--- src/rtl/eight_bit_ram_core_pkg.sv ---
// Shared widths and word type for the 8x8 scratch RAM.
package eight_bit_ram_core_pkg;
  localparam int DATA_W = 8;
  localparam int ADDR_W = 3;
  localparam int DEPTH  = 2 ** ADDR_W;

  typedef logic [DATA_W-1:0] word_t;
  typedef logic [ADDR_W-1:0] addr_t;
endpackage

--- src/rtl/eight_bit_ram_core_if.sv ---
// Bus bundle for the RAM: write/read select, address, write data and read data.
interface eight_bit_ram_core_if;
  import eight_bit_ram_core_pkg::*;

  logic  wr_rd_en;
  addr_t addr;
  word_t data_in;
  word_t data_out;

  modport master (output wr_rd_en, output addr, output data_in, input data_out);
  modport slave  (input wr_rd_en, input addr, input data_in, output data_out);
endinterface

--- src/rtl/eight_bit_ram_core.sv ---
// Single-port 8x8 RAM: one access per edge, registered read data, async clear.
module eight_bit_ram_core
  import eight_bit_ram_core_pkg::*;
(
  input  logic              clk,
  input  logic              rst,
  eight_bit_ram_core_if.slave bus
);

  word_t r_mem [DEPTH];
  word_t r_data_out;
  logic  w_wr;

  // Only an exact 1 selects a write; anything else is treated as a read.
  assign w_wr = (bus.wr_rd_en == 1'b1);

  always_ff @(posedge clk or posedge rst) begin
    if (rst) begin
      for (int i = 0; i < DEPTH; i++) begin
        r_mem[i] <= '0;
      end
      r_data_out <= '0;
    end else if (w_wr) begin
      r_mem[bus.addr] <= bus.data_in;
    end else begin
      r_data_out <= r_mem[bus.addr];
    end
  end

  assign bus.data_out = r_data_out;

endmodule

--- src/flat_wrapper.sv ---
// flat-port wrapper written by rule: the top's interface ports become plain ports
module eight_bit_ram_core_flat import eight_bit_ram_core_pkg::*;
  (clk, rst, bus_wr_rd_en, bus_addr, bus_data_in, bus_data_out);
  eight_bit_ram_core_if bus_i ();
  input  logic clk;
  input  logic rst;
  input wire logic [$bits(bus_i.wr_rd_en)-1:0] bus_wr_rd_en;
  input wire logic [$bits(bus_i.addr)-1:0] bus_addr;
  input wire logic [$bits(bus_i.data_in)-1:0] bus_data_in;
  output wire logic [$bits(bus_i.data_out)-1:0] bus_data_out;
  assign bus_i.wr_rd_en = bus_wr_rd_en;
  assign bus_i.addr = bus_addr;
  assign bus_i.data_in = bus_data_in;
  assign bus_data_out = bus_i.data_out;
  eight_bit_ram_core u_core (.clk(clk), .rst(rst), .bus(bus_i));
endmodule
--- config.mk ---
export PLATFORM = sky130hd
export DESIGN_NAME = eight_bit_ram_core_flat
export DESIGN_NICKNAME = d
export VERILOG_FILES = /design/src/rtl/eight_bit_ram_core_pkg.sv /design/src/rtl/eight_bit_ram_core_if.sv /design/src/rtl/eight_bit_ram_core.sv /design/src/flat_wrapper.sv
export SDC_FILE = /design/constraint.sdc
export NUM_CORES = 1
export LEC_CHECK = 0
export ABC_AREA = 1
export BUFFER_PORTS_ARGS = -buffer_cell sky130_fd_sc_hd__buf_4
export CELL_PAD_IN_SITES_DETAIL_PLACEMENT = 1
export CELL_PAD_IN_SITES_GLOBAL_PLACEMENT = 1
export CORE_ASPECT_RATIO = 1.2
export CORE_UTILIZATION = 40
export DETAILED_ROUTE_END_ITERATION = 8
export HOLD_SLACK_MARGIN = 0.05
export PLACE_DENSITY = 0.68
export RECOVER_POWER = 100
export SYNTH_ARGS = -nofsm -noshare
export SYNTH_HDL_FRONTEND = slang
export SYNTH_SLANG_ARGS = --single-unit
export TNS_END_PERCENT = 100
--- constraint.sdc ---
create_clock -name clk -period 2.8 [get_ports clk]
set_input_delay 0.56 -clock clk [delete_from_list [all_inputs] [get_ports clk]]
set_output_delay 0.56 -clock clk [all_outputs]
set_load 0.02 [all_outputs]
==> results of run 1 <==
## sequential cells by signal (all words and copies together) (netlist names)
name,cells
u_core.bus.data_out,8
u_core.r_mem,64
## stage by stage
step                hold WS, ps  setup slack (ps)
finish                    434.5             976.5
global route              433.1             680.4
CTS                       305.5              1197
detailed placement        468.0             842.5
global placement          463.9             893.0
floorplan                 446.6             415.1
## layout by cell type (no fill, tap or decap), types with 2 or more instances in the layout
| cell type | synthesis | final |
|---|---|---|
| nand2_1 | 130 | 136 |
| dfrtp_1 | 72 | 72 |
| inv_1 | 56 | 59 |
| o21ai_0 | 22 | 55 |
| nand3_1 | 41 | 41 |
| nor2_1 | 23 | 25 |
| buf_4 | 3 | 13 |
| clkbuf_1 | 1 | 10 |
| clkbuf_8 | 0 | 9 |
| o21ai_2 | 27 | 5 |
| or2_2 | 5 | 5 |
| o21ai_1 | 15 | 4 |
| a21oi_1 | 4 | 4 |
| inv_2 | 6 | 3 |
| bufinv_16 | 0 | 3 |
| nor2_4 | 3 | 2 |
| clkinvlp_4 | 0 | 2 |
## power groups by stage
| stage | registers (mW) | logic (mW) | clock network (mW) |
|---|---|---|---|
| 2_1_floorplan | 1.34 | 0.363 | 0 |
| 3_3_place_gp | 1.34 | 0.501 | 0 |
| 3_5_place_dp | 1.35 | 0.519 | 0 |
| 4_1_cts | 1.33 | 0.522 | 1.01 |
| 5_1_grt | 1.36 | 0.538 | 1.05 |
| 6_report | 1.33 | 0.451 | 0.995 |
## per-layer routing
metal / wire, µm / vias to the layer above / GRT usage [%]
met5: 0 / - / 0
met4: 210 / 0 / 7.260
met3: 224 / 16 / 3.555
met2: 4113 / 37 / 34.88
met1: 4206 / 1348 / 30.04
li1: - / 1360 / -
## cell usage after synthesis
library cell | count | area (µm²)
nand2_2 | 1 | 6.260
nand3_1 | 41 | 205.2
nor2_1 | 23 | 86.33
a21oi_1 | 4 | 20.02
or2_2 | 5 | 31.28
o21ai_0 | 22 | 110.1
inv_2 | 6 | 22.52
nor2_2 | 1 | 6.260
nand2_4 | 5 | 56.30
clkbuf_1 | 1 | 3.750
dfrtp_1 | 72 | 1802
o21ai_1 | 15 | 75.07
o21ai_2 | 27 | 236.5
buf_6 | 7 | 78.83
buf_4 | 3 | 22.52
buf_2 | 5 | 25.02
inv_1 | 56 | 210.2
nor2_4 | 3 | 33.78
nand2_1 | 130 | 488.0
## path summary, 6_finish.rpt
kind / start / to / cells past startpoint
worst min register to register: u_core.r_mem[29] / u_core.r_mem[29] / 2
max in group asynchronous: rst / u_core.r_mem[0] / 3
min in group asynchronous: rst / u_core.r_mem[43] / 2
worst max-delay path: bus_addr[0] / u_core.bus.data_out[0] / 7
worst max register to register: u_core.r_mem[25] / u_core.bus.data_out[1] / 5
worst min-delay path: bus_data_in[4] / u_core.r_mem[4] / 3
## kinds of logic (layout without fill, tap and decap cells)
group                  after synthesis  after routing  share of synthesized area [%]
flip-flops                          72             72                          51.19
buffers and inverters               78            101                          10.31
AND/OR/NAND/NOR                    209            209                          25.95
AO/OA/AOI/OAI                       68             68                          12.55
## area by class of cell
cell class              count  area [µm²]
well taps                 117       146.4
clock inverters             5       105.1
fillers                  1094        4770
clock buffers              11       131.4
inverters                  62       232.7
flip-flops and latches     72        1802
multi-input cells         277        1222
repair buffers             23       155.1
## tightest hold or removal path: stages
cell and delay [ps]:
buf_4 80, nand2_1 40, o21ai_0 60
==> impl_results.md, run 1 <==
- Worst skew pair latency: 340 ps
- Post-place instance area: 3721 µm²
- Cts bufs inserted: 9
- Setup violators final: 0
- Synth Instances: 427
- Initial core utilization: 41.10%
- CORE AREA: 8564 µm²
- Fin util: 44.31%
- All-Layer GR Usage: 21.87%
- Max H-tree Level: 3
- CP required: 3030 ps
- Clk pwr share: 35.8%
- Max Buffers Root-to-Sink: 2
- CTS Sinks: 72
- Die Y: 104.8 µm
- CP bufs+invs: 2
- # nets final: 459
- Worst path max stage delay: 670 ps
- Initial DRC count: 125
- Initial DRT Pass Iterations: 4
- Hold Fails Final Rpt: 0
- Max Slew Vio Count: 0
- Setup TNS: 0 ps
- Crit path max-delay family: buffers and inverters
- CP max stage cell: inv_1
- Cell area after layout: 3795 µm²
- Fin crit share: 65.12%
- Cell Int Power: 1.986 mW
- TritonCTS clock tree: yes
- Total Wirelength: 8756 µm
- Peak VDD IR: 260.8 µV
- Seq pwr share: 47.9%
- Via density: 4.869
- Avg Cell Area, Syn: 8.243 µm²
- Crit Path Category: in -> reg
- Share of cells above drive strength 1: 9.778%
- Startpoint Class: input pin
- Diode count: 0
- Num ports: 22
- Synthesis-stage register bit count: 72
- Syn_nets: 441
- Placed insts: 551
- Min-delay worst type: in -> reg
- Max_cap viols: 0
- Antenna violations before repair: 0
- Total power: 2.777 mW
- Finished Layout Cells: 567
- Layout area overhead: 7.821%
- First-pass GRT wire length: 15190 µm
- CTS Root Cell: clkbuf_8
- Gr ovfl total: 0
- Fmax: 548.4 MHz
- Clock transition at path regs: 80 ps
- Max_slew headroom: 26.02%
- Vias in the first global route: 2987
- Largest net degree at the start of global routing: 47
- Post-CTS setup buffers: 0
- CTS resizes: 0
- Worst reg-to-reg setup slack: 1670 ps
- Full die area: 9180 µm²
- CP Capture Type: flop
- Worst path arrival time: 2050 ps
- Routed vias: 2761
- Dpl hpwl: 5938 µm
- Residual DRC: 0
- Clock Skew: 9.475 ps
- Switch share: 28.47%
- Sequential area share after synthesis: 51.19%
- Synth Warn #: 0
- Outcome: completed
- Die width: 87.63 µm
- RePlAce Congestion: 0.7631
- Leakage: 1.931 nW
- Port bufs: 21
- Synth unique cells: 19
- Crit Path Max Fanout: 38
- Routed WL per cell: 15.44 µm
- Final Critical Period: 1823 ps
- Synth Cell Area: 3520 µm²
- Post-route ant nets: 0
- RSZ-0062 raised after global routing: false
- Hold buffer count at cts: 0
- Combinational power share: 16.2%
- Power Dens Cells: 731.7 nW/µm²
- Most frequent CP cell: nand2_1
- Worst Tran Pin Value: 1108 ps
- Switch Pwr: 0.7905 mW
- Rows: 37
- Crit-path cells: buf_4, inv_1, nand2_1, nand3_1, nand2_1, nor2_1, a21oi_1
Power figures use the tool's default switching activity.
==> inputs of run 2 (changes only) <==
--- a/config.mk
+++ b/config.mk
@@ -5,7 +5,7 @@
 export SDC_FILE = /design/constraint.sdc
 export NUM_CORES = 1
 export LEC_CHECK = 0
-export ABC_AREA = 1
+export ABC_AREA = 0
 export BUFFER_PORTS_ARGS = -buffer_cell sky130_fd_sc_hd__buf_4
 export CELL_PAD_IN_SITES_DETAIL_PLACEMENT = 1
 export CELL_PAD_IN_SITES_GLOBAL_PLACEMENT = 1
@@ -13,7 +13,7 @@
 export CORE_UTILIZATION = 40
 export DETAILED_ROUTE_END_ITERATION = 8
 export HOLD_SLACK_MARGIN = 0.05
-export PLACE_DENSITY = 0.68
+export PLACE_DENSITY = 0.65
 export RECOVER_POWER = 100
 export SYNTH_ARGS = -nofsm -noshare
 export SYNTH_HDL_FRONTEND = slang
==> constraint.sdc (replaced) <==
create_clock -name clk -period 1.59 [get_ports clk]
set_input_delay 0.318 -clock clk [delete_from_list [all_inputs] [get_ports clk]]
set_output_delay 0.318 -clock clk [all_outputs]
set_load 0.02 [all_outputs]
==> impl_results.md, run 2 <==
- Outcome: completed
- Die Y: 102.6 µm (-2.0%)
- Synth Warn #: 0 (unchanged)
- Top cell type's share of synthesized area: 53.37% (+2.2 points)
- Final Critical Period: 1487 ps
- Hold Fails Final Rpt: 0 (unchanged)
- Vias in the first global route: 2384 (-20%)
- Top cells by area, synth: dfrtp_1 (53%), mux2_2 (23%), mux2i_1 (4.7%), o32a_1 (2.1%), buf_6 (1.3%)
- Most frequent cells in the layout: dfrtp_1 (72), mux2_2 (68), buf_4 (31), clkbuf_1 (20), mux2i_1 (16)
- Layout area overhead: 17.57%
- Share of cells above drive strength 1: 45.18% (+35 points)
- Setup TNS: 0 ps (unchanged)
- Post-place instance area: 3916 µm² (+5.2%)
- Dpl hpwl: 5406 µm (-9.0%)
- Most frequent cells after synthesis: dfrtp_1 (72), mux2_2 (68), mux2i_1 (16)
- CTS Sinks: 72 (unchanged)
- Routed WL per cell: 18.68 µm (+21%)
- Fmax: 672.3 MHz
- CP Capture Type: flop
- Port bufs: 21 (unchanged)
- Max_cap viols: 0 (unchanged)
- TritonCTS clock tree: yes
- FFs w/ async S/R, synth: 100.0% (unchanged)
- RSZ-0062 raised after global routing: false
- Gr ovfl total: 0 (unchanged)
- Diode count: 0 (unchanged)
- Fin crit share: 93.55%
- Cts bufs inserted: 9 (unchanged)
- Routed vias: 2147 (-22%)
- Initial DRC count: 77 (-38%)
- Placement-stage worst setup slack: -169.6 ps (-1012 ps)
- Worst Tran Pin Value: 987.3 ps (-121.1 ps)
- CORE AREA: 8153 µm² (-4.8%)
- Max Buffers Root-to-Sink: 2 (unchanged)
- Residual DRC: 0 (unchanged)
- Max Slew Vio Count: 0 (unchanged)
- EDFF count, synth: 0 (unchanged)
- Post-CTS setup buffers: 0 (unchanged)
- Peak VDD IR: 445.0 µV (+71%)
- Synth Cell Area: 3376 µm² (-4.1%)
- Clock Skew: 6.141 ps (-3.334 ps)
- Post-route worst setup slack: 102.6 ps (-873.9 ps)
- Power Dens Cells: 1215 nW/µm² (+66%)
- Synth Instances: 237 (-44%)
- Antenna violations before repair: 0 (unchanged)
- CTS resizes: 0 (unchanged)
- Num ports: 22 (unchanged)
- RePlAce Congestion: 0.7725 (+1.2%)
- Initial core utilization: 41.41% (+0.31 points)
- Reg with most FFs: u_core.r_mem
- Total power: 4.824 mW (+74%)
- Placed insts: 399 (-28%)
- Clock transition at path regs: 70 ps (about the same)
- Yosys top cell by area: dfrtp_1
- Synthesis-stage register bit count: 72 (unchanged)
- Cell with the most instances after synthesis: dfrtp_1
- Synth unique cells: 36 (+17)
- Sequential area share after synthesis: 53.37% (+2.2 points)
- Min-delay worst type: in -> reg
- Max H-tree Level: 3 (unchanged)
- Hold buffer count at cts: 0 (unchanged)
- Largest net degree at the start of global routing: 73 (+55%)
- Worst skew pair latency: 350 ps (about the same)
- CTS Root Cell: clkbuf_8
- Startpoint Class: input pin
- Via density: 5.173 (+6.2%)
- Worst path arrival time: 1720 ps (-330 ps)
- # nets final: 310 (-32%)
- Max reg flops: 64 (unchanged)
- Crit Path Max Fanout: 17 (-55%)
- First-pass GRT wire length: 12780 µm (-16%)
- CP required: 1820 ps (-1210 ps)
- Ys flop type: dfrtp_1
- Finished Layout Cells: 415 (-27%)
- Commonest non-fill, non-tap cell in the layout: dfrtp_1
- Leakage: 1.734 nW (-10%)
- Crit Path Category: in -> reg
- Avg Cell Area, Syn: 14.24 µm² (+73%)
- Syn_nets: 251 (-43%)
- Full die area: 8812 µm² (-4.0%)
- Die width: 85.86 µm (-2.0%)
- Max_slew headroom: 34.18% (+8.2 points)
- Total Wirelength: 7752 µm (-11%)
- Setup violators final: 0 (unchanged)
- Initial DRT Pass Iterations: 4 (unchanged)
- Rows: 36 (-2.7%)
- All-Layer GR Usage: 19.86% (-2.0 points)
- Cell area after layout: 3969 µm² (+4.6%)
- Post-route ant nets: 0 (unchanged)
-- run 2: changes by cell type after synthesis, moves of 14 or more --
cell     delta
inv_1      -53
mux2_2     +68
mux2i_1    +16
nand2_1   -127
nand3_1    -40
nor2_1     -14
o21ai_0    -14
o21ai_1    -15
o21ai_2    -27
-- run 2: final timing paths --
| check | from | end | slack [ps] | cells after the start |
|---|---|---|---|---|
| min | bus_wr_rd_en | u_core.bus.data_out[2] | 260 | 2 |
| min reg2reg | u_core.r_mem[30] | u_core.r_mem[30] | 510 | 1 |
| max in group asynchronous | rst | u_core.bus.data_out[7] | 630 | 3 |
| max | bus_addr[0] | u_core.r_mem[54] | 100 | 6 |
| max reg2reg | u_core.r_mem[50] | u_core.bus.data_out[2] | 140 | 4 |
| min in group asynchronous | rst | u_core.r_mem[35] | 330 | 3 |
-- run 2: logic make-up (layout without fill, tap and decap cells) --
kind of cell / count (synthesis) / in the layout / synth area share (%)
muxes: 88 / 88 / 29.54
DFF: 72 / 72 / 53.37
AOI/OAI and AO/OA: 35 / 35 / 7.636
and+or+nand+nor: 27 / 27 / 6.078
buffers and inverters: 15 / 79 / 3.373
-- run 2: through the flow --
step           hold slack (ps)  utilization, %
6_report                 257.1           48.68
3_3_place_gp             460.7           48.04
4_1_cts                  77.88           50.48
3_5_place_dp             461.4           48.04
5_1_grt                  256.2           48.68
2_1_floorplan            468.5               -
-- run 2: area by class of cell --
cell class / instances / area (µm²)
fillers: 851 / 4184
flip-flops and latches: 72 / 1802
multi-input cells: 150 / 1421
repair buffers: 59 / 387.9
clock buffers: 13 / 158.9
well taps: 114 / 142.6
clock inverters: 3 / 40.04
inverters: 4 / 16.27
-- run 2: worst max-delay path: stages --
cell      delay (ps)
buf_4            250
clkbuf_4         200
inv_2             60
nor3_1           310
buf_4            230
mux2_2           330
-- run 2: power breakdown --
| group | total (mW) | internal (mW) | switching (mW) | leakage [nW] |
|---|---|---|---|---|
| registers | 2.43 | 2.23 | 0.209 | 0.861 |
| logic | 0.916 | 0.520 | 0.397 | 0.770 |
| clock network | 1.47 | 0.807 | 0.666 | 0.103 |
-- run 2: routing by layer --
layer	track usage (%)	part of all wire, %
met1	24.38	46
met2	34.31	50
met3	4.724	2.6
met4	7.051	1.7
met5	0	0
==> inputs of run 3 (changes only) <==
==> constraint.sdc (replaced) <==
create_clock -name clk -period 1.59 [get_ports clk]
set_input_delay 0.2385 -clock clk [delete_from_list [all_inputs] [get_ports clk]]
set_output_delay 0.2385 -clock clk [all_outputs]
set_load 0.02 [all_outputs]
==> impl_results.md, run 3 (synthesis results as in run 2) <==
- Residual DRC: 0 (unchanged)
- Routed vias: 2146 (-0.047%)
- CTS Sinks: 72 (unchanged)
- Area occupied by multi-input gates: 1436 µm² (+1.1%)
- R2R cell count: 4 (unchanged)
- Worst skew pair latency: 350 ps (about the same)
- Outcome: completed
- Register Area: 1802 µm² (unchanged)
- Hold Fails Final Rpt: 0 (unchanged)
- Antenna violations before repair: 0 (unchanged)
- Num ports: 22 (unchanged)
- Peak VDD IR: 644.7 µV (+45%)
- Reg with most FFs: u_core.r_mem
- Worst path arrival time: 1710 ps (about the same)
- Initial DRT Pass Iterations: 4 (unchanged)
- CORE AREA: 8153 µm² (unchanged)
- Max H-tree Level: 3 (unchanged)
- Fin crit share: 92.44% (-1.1 points)
- Share of cells above drive strength 1: 45.30% (+0.12 points)
- Initial DRC count: 54 (-30%)
- Fill cells: 859 (+0.94%)
- Max_slew headroom: 70.58% (+36 points)
- Finished Layout Cells: 412 (-0.72%)
- Full die area: 8812 µm² (unchanged)
- Vias in the first global route: 2323 (-2.6%)
- # nets final: 308 (-0.65%)
- Post-CTS setup buffers: 0 (unchanged)
- Max Buffers Root-to-Sink: 2 (unchanged)
- Leakage: 1.720 nW (-0.82%)
- Cts bufs inserted: 9 (unchanged)
- First-pass GRT wire length: 12710 µm (-0.54%)
- CTS Root Cell: clkbuf_8
- Die width: 85.86 µm (unchanged)
- Setup violators final: 0 (unchanged)
- Startpoint Class: input pin
- Final Critical Period: 1470 ps (-17.63 ps)
- Total Wirelength: 7631 µm (-1.6%)
- Clock transition at path regs: 70 ps (about the same)
- Gr ovfl total: 0 (unchanged)
- Diode count: 0 (unchanged)
- Clock Skew: 5.669 ps (-0.4719 ps)
- RSZ-0062 raised after global routing: false
- RePlAce Congestion: 0.7249 (-6.2%)
- Setup TNS: 0 ps (unchanged)
- Rows: 36 (unchanged)
- All-Layer GR Usage: 19.92% (+0.059 points)
- CP Capture Type: flop
- Port bufs: 21 (unchanged)
- Dpl hpwl: 5455 µm (+0.92%)
- Hold path cells: 2 (unchanged)
- Crit Path Category: in -> reg
- Die Y: 102.6 µm (unchanged)
- TritonCTS clock tree: yes
- Routed WL per cell: 18.52 µm (-0.84%)
- Most frequent cells in the layout: dfrtp_1 (72), mux2_2 (68), buf_4 (32), clkbuf_1 (20), mux2i_1 (16)
- Commonest non-fill, non-tap cell in the layout: dfrtp_1
- Power Dens Cells: 1174 nW/µm² (-3.4%)
- Initial core utilization: 41.41% (unchanged)
- CP required: 1830 ps (about the same)
- Max reg flops: 64 (unchanged)
- Max Slew Vio Count: 0 (unchanged)
- Hold buffer count at cts: 1 (+1)
- Fmax: 680.4 MHz (+1.2%)
- Max_cap viols: 0 (unchanged)
- Worst Tran Pin Value: 440.7 ps (-546.6 ps)
- Layout area overhead: 17.42%
- Largest net degree at the start of global routing: 73 (unchanged)
- Min-delay worst type: in -> reg
- Post-route ant nets: 0 (unchanged)
- Placed insts: 396 (-0.75%)
- CTS resizes: 0 (unchanged)
- Crit Path Max Fanout: 13 (-4)
- Via density: 5.209 (+0.68%)
[run 3: cell type report]
| type | instances | area share, % |
|---|---|---|
| repair buffers | 57 | 10.04 |
| well taps | 114 | 3.598 |
| inverters | 4 | 0.4735 |
| multi-input cells | 150 | 36.24 |
| flip-flops and latches | 72 | 45.45 |
| clock buffers | 15 | 4.198 |
[run 3: where the power goes]
group	total (mW)	internal, mW	switching [mW]
clock network	1.29	0.647	0.639
logic	0.931	0.530	0.401
registers	2.44	2.23	0.210
[run 3: routing by layer]
layer	track usage, %	up-vias	routed length [µm]
met5	0	-	0
met4	8.974	0	161
met3	4.243	15	163
met2	33.70	20	3836
met1	24.61	1112	3470
li1	-	999	-
[run 3: worst paths after layout]
check | from | end | slack (ps)
setup / recovery | bus_addr[0] | u_core.bus.data_out[4] | 120
hold / removal | bus_wr_rd_en | u_core.bus.data_out[2] | 180
setup reg to reg | u_core.r_mem[50] | u_core.bus.data_out[2] | 200
hold reg to reg | u_core.r_mem[10] | u_core.r_mem[10] | 510
max in group asynchronous | rst | u_core.r_mem[18] | 750
min in group asynchronous | rst | u_core.r_mem[43] | 530
[run 3: critical path, stage by stage]
cell      delay, ps
clkbuf_2        350
clkbuf_1        290
mux2_4          340
a22oi_2         110
nor2_1           50
o32a_1          320
[run 3: through the flow]
stage | instance area, µm² | power, mW | setup slack, ps | hold slack, ps | util (%)
6_report | 3964 | 4.654 | 120.2 | 175.3 | 48.62
5_1_grt | 3964 | 4.906 | 73.10 | 174.4 | 48.62
4_1_cts | 4058 | 4.755 | 181.4 | 176.1 | 49.77
3_5_place_dp | 3881 | 3.463 | -75.45 | 382.5 | 47.61
3_3_place_gp | 3881 | 3.419 | -60.61 | 377.1 | 47.61
2_1_floorplan | 3379 | 3.116 | 211.1 | 389.0 | -
